File: config.mk
export PLATFORM = sky130hd
export DESIGN_NAME = step_sequencer
export DESIGN_NICKNAME = d
export VERILOG_FILES = /design/src/rtl/step_sequencer_pkg.sv /design/src/rtl/step_sequencer_tick_timer.sv /design/src/rtl/step_sequencer.sv
export SDC_FILE = /design/constraint.sdc
export NUM_CORES = 1
export LEC_CHECK = 0
export CORE_MARGIN = 4
export CORE_UTILIZATION = 45
export DETAILED_ROUTE_END_ITERATION = 8
export DONT_BUFFER_PORTS = 1
export GPL_TIMING_DRIVEN = 0
export HOLD_SLACK_MARGIN = 0.15
export PLACE_DENSITY = 0.69
export SYNTH_ARGS = -nofsm -noshare
export SYNTH_HDL_FRONTEND = slang
export SYNTH_HIERARCHICAL = 1
export SYNTH_SLANG_ARGS = --single-unit
File: constraint.sdc
create_clock -name clk -period 2.26 [get_ports clk]
set_input_delay 0.226 -clock clk [delete_from_list [all_inputs] [get_ports clk]]
set_output_delay 0.226 -clock clk [all_outputs]
set_load 0.1 [all_outputs]
File: src/rtl/step_sequencer_pkg.sv
// Shared types and defaults for the step sequencer and its tick timer.
// Also used by the bench, so state encodings live in one place.
package step_sequencer_pkg;

  typedef enum logic [1:0] {
    IDLE   = 2'd0,
    ARM    = 2'd1,
    REPEAT = 2'd2,
    CLEAR  = 2'd3
  } seq_state_t;

  localparam int DEF_HOLD_TICKS = 50;
  localparam int DEF_RPT_TICKS  = 10;

  // Timer must be able to represent the larger of the two limits.
  function automatic int timer_width(input int a, input int b);
    int m;
    m = (a > b) ? a : b;
    return (m < 1) ? 1 : $clog2(m + 1);
  endfunction

endpackage

File: src/rtl/step_sequencer_tick_timer.sv
// Saturating tick-strobe counter; done holds while the count has reached limit.
module tick_timer #(
  parameter int W = 6
) (
  input  logic         clk,
  input  logic         reset,
  input  logic         clr,
  input  logic         tick,
  input  logic [W-1:0] limit,
  output logic         done
);

  logic [W-1:0] cnt;

  always_ff @(posedge clk or posedge reset) begin
    if (reset)                        cnt <= '0;
    else if (clr)                     cnt <= '0;
    else if (tick && (cnt != '1))     cnt <= cnt + 1'b1;
  end

  assign done = (cnt >= limit);

endmodule

File: src/rtl/step_sequencer.sv
// Step-switch sequencer: single step on press, auto-repeat while held,
// clear request override and optional saturation at the counter limits.
module step_sequencer
  import step_sequencer_pkg::*;
#(
  parameter int HOLD_TICKS = DEF_HOLD_TICKS,
  parameter int RPT_TICKS  = DEF_RPT_TICKS,
  parameter bit SAT        = 1'b0
) (
  input  logic        clk,
  input  logic        reset,
  input  logic        tick,
  input  logic        ped,
  input  logic        held,
  input  logic        clr,
  input  logic        uhdl,
  input  logic [31:0] count,
  output logic        step,
  output logic        up,
  output logic        clear,
  output logic        busy,
  output logic [1:0]  state
);

  localparam int TW = timer_width(HOLD_TICKS, RPT_TICKS);
  localparam logic [TW-1:0] HOLD_L = TW'(HOLD_TICKS);
  localparam logic [TW-1:0] RPT_L  = TW'(RPT_TICKS);

  seq_state_t    st;
  logic          counting, tmr_tick, tmr_clr, done;
  logic [TW-1:0] limit;

  // Timer only runs in ARM/REPEAT with the switch held; it restarts on every
  // expiry and sits at zero elsewhere, so entering ARM always starts fresh.
  always_comb begin
    counting = (st == ARM) || (st == REPEAT);
    limit    = (st == ARM) ? HOLD_L : RPT_L;
    tmr_tick = tick && counting && held;
    tmr_clr  = !counting || done;
  end

  tick_timer #(.W(TW)) u_timer (
    .clk   (clk),
    .reset (reset),
    .clr   (tmr_clr),
    .tick  (tmr_tick),
    .limit (limit),
    .done  (done)
  );

  function automatic logic blocked(input logic dir);
    return SAT && (dir ? (count == 32'hFFFF_FFFF) : (count == 32'd0));
  endfunction

  always_ff @(posedge clk or posedge reset) begin
    if (reset) begin
      st    <= IDLE;
      step  <= 1'b0;
      up    <= 1'b0;
      clear <= 1'b0;
      busy  <= 1'b0;
    end else begin
      step  <= 1'b0;
      clear <= 1'b0;
      busy  <= 1'b0;
      if (clr) begin
        st    <= CLEAR;
        clear <= 1'b1;
      end else begin
        case (st)
          IDLE: if (ped) begin
            st   <= ARM;
            up   <= uhdl;
            step <= !blocked(uhdl);
          end
          ARM: begin
            if (!held) st <= IDLE;
            else if (done) begin
              st   <= REPEAT;
              busy <= 1'b1;
              up   <= uhdl;
              step <= !blocked(uhdl);
            end
          end
          REPEAT: begin
            if (!held) st <= IDLE;
            else begin
              busy <= 1'b1;
              if (done) begin
                up   <= uhdl;
                step <= !blocked(uhdl);
              end
            end
          end
          CLEAR:   st <= IDLE;
          default: st <= IDLE;
        endcase
      end
    end
  end

  assign state = st;

endmodule

[After elaboration in Yosys (flattened, before gate mapping)]
Index checks and enable logic that the tools add are counted.
Word-level totals
  register bits after elaboration: 12
  output and inout port bits: 6
  word-level logic and storage cells: 53
Cells by class
  reduce and logical (&&, ||, !) cells: 12
  equal/unequal tests: 10
  magnitude comparators: 1
  bitwise logic cells: 1
  multiplexer cells: 22
  add/sub/neg operators: 1
Operator list (count)
  $mux 6: 3
  $mux 1: 10
  $mux 2: 5
  $pmux 2 s4: 1
  $add 6x1->6 const B: 1
  $ge 6x6->1: 1
  $ne 3x3->1 const B: 2
  $ne 6x6->1 const B: 1
  $pmux 1 s2: 3
  $reduce_and 5->1: 1
  $eq 2x2->1 const B: 2
  $ne 2x1->1 const B: 2
  $ne 4x4->1 const B: 1
  $reduce_bool 2->1: 2
  $logic_and 1x1->1: 3
  $reduce_and 3->1: 1
  $eq 2x1->1 const B: 1
  $logic_not 2->1: 1
  $logic_or 1x1->1: 2
  $ne 2x2->1 const B: 1
  $reduce_or 2->1: 1
  $logic_not 1->1: 1
  $not 1->1: 1

[Logic depth before layout (Yosys ltp)]
Gate-level depths: netlist of the first run.
  depth in word-level cells: 7
  depth in mapped cells: 12

[Cells and area by module]
The synthesis of the first run kept the hierarchy.
By module, submodules not included
  tick_timer: cells an instance 58, area an instance 509.2 µm², times used 1, sequential area each 150.1 µm²
  step_sequencer: cells an instance 39, area an instance 390.4 µm², times used 1, sequential area each 150.1 µm²

[Worst setup path after synthesis of the first run]
Ideal clock, no wire load.
  path type: register to register
  start point: register st[1], in the netlist state[1]
  end point: register up
  slack: -0.892 ns
  stages on the path, launching flop included: 11
  setup time: 0.128 ns
  path buffers: 0
  arrival: 3.024 ns
  period minus slack after synthesis: 3.152 ns
  path through: dfrtp_1 -> inv_1 -> ha_1 -> inv_1 -> inv_1 -> ha_1 -> nand3_1 -> o21ai_0 -> nand2_2 -> a2111oi_4 -> mux2_1
Between the ends
  longest elaborated chain between the ends: 5
Ends and longest elaborated chain
  from (decl): RTL line step_sequencer.sv:29  | seq_state_t st;
  from (signal assigned): RTL line step_sequencer.sv:57  | st <= IDLE;
  from (signal assigned): RTL line step_sequencer.sv:67  | st <= CLEAR;
  from (signal assigned): RTL line step_sequencer.sv:72  | st <= ARM;
  $eq 2x1->1: RTL line step_sequencer.sv:37  | limit = (st == ARM) ? HOLD_L : RPT_L;
  $mux 6: RTL line step_sequencer.sv:37
  named net limit[3]: RTL line step_sequencer.sv:31  | logic [TW-1:0] limit;
  $ge 6x6->1: RTL line step_sequencer_tick_timer.sv:21  | assign done = (cnt >= limit);
  named net done: RTL line step_sequencer.sv:30  | logic counting, tmr_tick, tmr_clr, done;
  $ne 2x1->1 (no source line)
  $reduce_and 5->1 (no source line)
  to (signal assigned): RTL line step_sequencer.sv:73  | up <= uhdl;
  to (signal assigned): RTL line step_sequencer.sv:81  | up <= uhdl;
  to (signal assigned): RTL line step_sequencer.sv:90  | up <= uhdl;
  to (decl): RTL line step_sequencer.sv:19  | output logic up,
The timed path passes the listed nets, and every way through them passes these cells.
A chain may end at the register's enable or synchronous reset.

[Worst setup path after layout of the first run]
Same ends and word-level chain as after synthesis.

==> results.py, run 1 <==
metrics = {
    "sta": {
        "clock.fmax_mhz": 417,
        "finalCriticalPeriod_ps": 2400,
        "drv_slew": 0,
        "rsz0062_at_grt": "true",
        "setup_ws_ps": -137,
        "fin_crit_sh_pct": 106,
        "worst_pin_slew_ps": 896,
        "hold_viol": 0,
        "setup_viol": 7,
        "slew_headroom_pct": 40.3,
        "finalClockSkew_ps": 17.6,
    },
    "routing": {
        "vias": 843,
        "vias_per_cell": 5.94,
        "wl_met2_um": 1100,
        "wl_met3_um": 151,
        "top_layer_used": "met4",
        "ant_nets": 0,
        "wl_um": 2300,
        "remaining_drc_errors": 0,
        "met1Wirelength_um": 986,
        "drt_iter0_drc": 31,
        "wl_per_cell_um": 16.2,
        "firstDrtPassIters": 4,
    },
    "placement": {
        "hpwlAfterDp_um": 1400,
        "dpl-instance-area_sq_um": 1030,
        "port_buffers": 0,
        "routabilityCongestion": 0.804,
    },
    "worst_setup_path": {
        "cp_num_buf_inv": 3,
        "critPathTopFamily": "flip-flops",
        "cp_slowest_stage_delay_ps": 650,
        "crit_chain": "inv_6 > ha_4 > inv_2 > inv_2 > ha_4 > nand3_2 > o21ai_4 > nand2_2 > a2111oi_4 > mux2_4",
        "worstSetupPathType": "register to register",
        "worst_path_max_delay_cell": "dfrtp_4",
        "cp-start-kind": "register",
        "cp.arrival_ps": 2550,
        "worst-path-max-fanout": 5,
        "required_ps": 2420,
        "cp-end-kind": "register",
    },
    "synthesis": {
        "syn_inst": 97,
        "yosys.area.top_type": "dfrtp_1",
        "ys.flop_type": "dfrtp_1",
        "synth_edf_count": 0,
        "synthArstFlopShare_pct": 100,
        "synth_cell_types": 36,
        "synth_area_leaders": "dfrtp_1 (33%), ha_1 (17%), inv_1 (5.4%), a2111oi_4 (3.1%), a21oi_1 (2.2%)",
        "synth_seq_area_share_pct": 33.4,
        "synth_top_area_share_pct": 33.4,
        "syn_area_per_cell_sq_um": 9.27,
        "synth.most_common_cell": "inv_1",
        "synth_warnings": 6,
        "synth_seq_cells": 12,
        "synthesis.area_sq_um": 900,
        "ys_top_cells_by_count": "inv_1 (13), dfrtp_1 (12), ha_1 (12)",
    },
    "layout": {
        "diodes": 0,
        "finalNetCount": 169,
        "area_growth_pct": 45.1,
        "drive_gt1_share_pct": 43.6,
        "post-route-cell-area_sq_um": 1310,
    },
    "power_and_ir_drop": {
        "cellLeakagePower_nw": 0.567,
        "vdd_drop_max_mv": 0.728,
        "totalPowerFinal_uw": 901,
        "power-per-cell-area_nw_per_um2": 690,
    },
    "clock_network": {
        "cts_buffer_depth": 2,
        "cts_buffers": 3,
        "numClockSinks": 12,
        "clock_latency_ps": 290,
        "path_clk_slew_ps": 70,
        "cts_htree_levels": 1,
        "cts_tree": "done",
        "cts_root_buf": "clkbuf_4",
    },
    "die": {
        "num_rows": 15,
        "pin_count": 45,
        "chipHeight_um": 52.7,
        "die_area_sq_um": 2780,
        "die_x_um": 52.7,
        "initial_core_util_pct": 49.9,
        "core-area_sq_um": 1800,
    },
    "global_route": {
        "grt_first_pass_wirelength_um": 3410,
        "grt_max_degree": 11,
        "overflow": 0,
        "antenna_found_initial": 0,
        "grt_use_total_pct": 17.1,
        "first_global_vias": 793,
    },
    "status": {
        "violations": "setup timing",
        "status": "finished, violations left",
    },
    "job": {
        "max_cap_viol_count": 0,
    },
    "min_path": {
        "hold_path.class": "input port to register",
    },
}
[cell type report]
class	instances	area, sq um
multi-input cells	71	726
fillers	131	497
flip-flops and latches	12	308
repair buffers	15	131
inverters	13	56.3
clock buffers	4	36.3
well taps	25	31.3
plain buffers	2	16.3
[layer usage]
| metal | track usage (%) | up-vias |
|---|---|---|
| li1 | - | 390 |
| met1 | 20.6 | 411 |
| met2 | 28.1 | 34 |
| met3 | 5.41 | 8 |
| met4 | 6.38 | 0 |
| met5 | 0 | - |
[cells in the final DEF, fill, tap and decap left out, types with 3 or more instances in the layout]
master         instances
dlygate4sd3_1          6
nor3_2                 3
clkbuf_4               3
conb_1                 3
a31oi_1                3
dfrtp_1               10
ha_1                   6
buf_4                  8
inv_1                  7
inv_2                  4
ha_4                   6
nand4_1                3
nor2_1                 3
nand2_1                4
[kinds of logic after synthesis]
kind of cell,synth area share [%]
DFF,33.4
and+or+nand+nor,21.6
muxes,2.36
buffers and inverters,7.23
adders and majority gates,16.7
AOI/OAI and AO/OA,17.9
other,0.835
[where the power goes]
| part | leakage (nW) | total [mW] | switching, mW | internal, mW |
|---|---|---|---|---|
| clock | 0.0210 | 0.175 | 0.0772 | 0.0980 |
| sequential | 0.155 | 0.404 | 0.163 | 0.241 |
| combinational | 0.391 | 0.322 | 0.160 | 0.162 |
| total | 0.567 | 0.901 | 0.400 | 0.501 |
[what timing repair did]
item                                    CTS  global route
endpoints found under the hold margin    18             3
hold buffers                              4             2
resized for setup                         7            19
endpoints found under the setup margin    5             9
setup buffers                             5             4
pin swaps                                 3             4
[path summary, 6_finish.rpt]
| path | start | to | slack (ps) | cells after the start |
|---|---|---|---|---|
| hold / removal | held | state[0] | 190 | 3 |
| setup / recovery | state[1] | up | -140 | 10 |
| min in group asynchronous | reset | step | 300 | 2 |
| setup reg to reg | state[1] | up | -140 | 10 |
| hold reg to reg | u_timer/cnt[5] | u_timer/cnt[5] | 630 | 1 |
| max in group asynchronous | reset | u_timer/cnt[3] | 1710 | 2 |
[worst min-delay path: cells and delay by family]
| kind | cells | cell delay, ps |
|---|---|---|
| simple gates | 2 | 120 |
| compound gates | 1 | 70 |
[state kept, by name (all words and copies together), names as in the netlist]
name and flops:
step 1, u_timer/cnt 6, busy 1, up 1, state 2, clear 1
[through the flow]
step / setup TNS (ps) / instances / hold slack (ps) / utilization (%) / worst slack, ps
2_1_floorplan: -80.8 / 98 / 17.0 / - / -45.8
3_3_place_gp: -516 / 123 / 32.8 / 57.2 / -176
3_5_place_dp: -598 / 123 / 35.4 / 57.2 / -190
4_1_cts: -187 / 136 / 157 / 64.7 / -127
5_1_grt: -1180 / 142 / 173 / 72.4 / -197
6_report: -479 / 142 / 191 / 72.4 / -137
(Power assumes the default switching activity.)
==> run 2, diff against run 1 <==
- CTS_CLUSTER_DIAMETER: not set -> 40
==> results of run 2 <==
Final layout, timing and power as in run 1 (identical DEF).
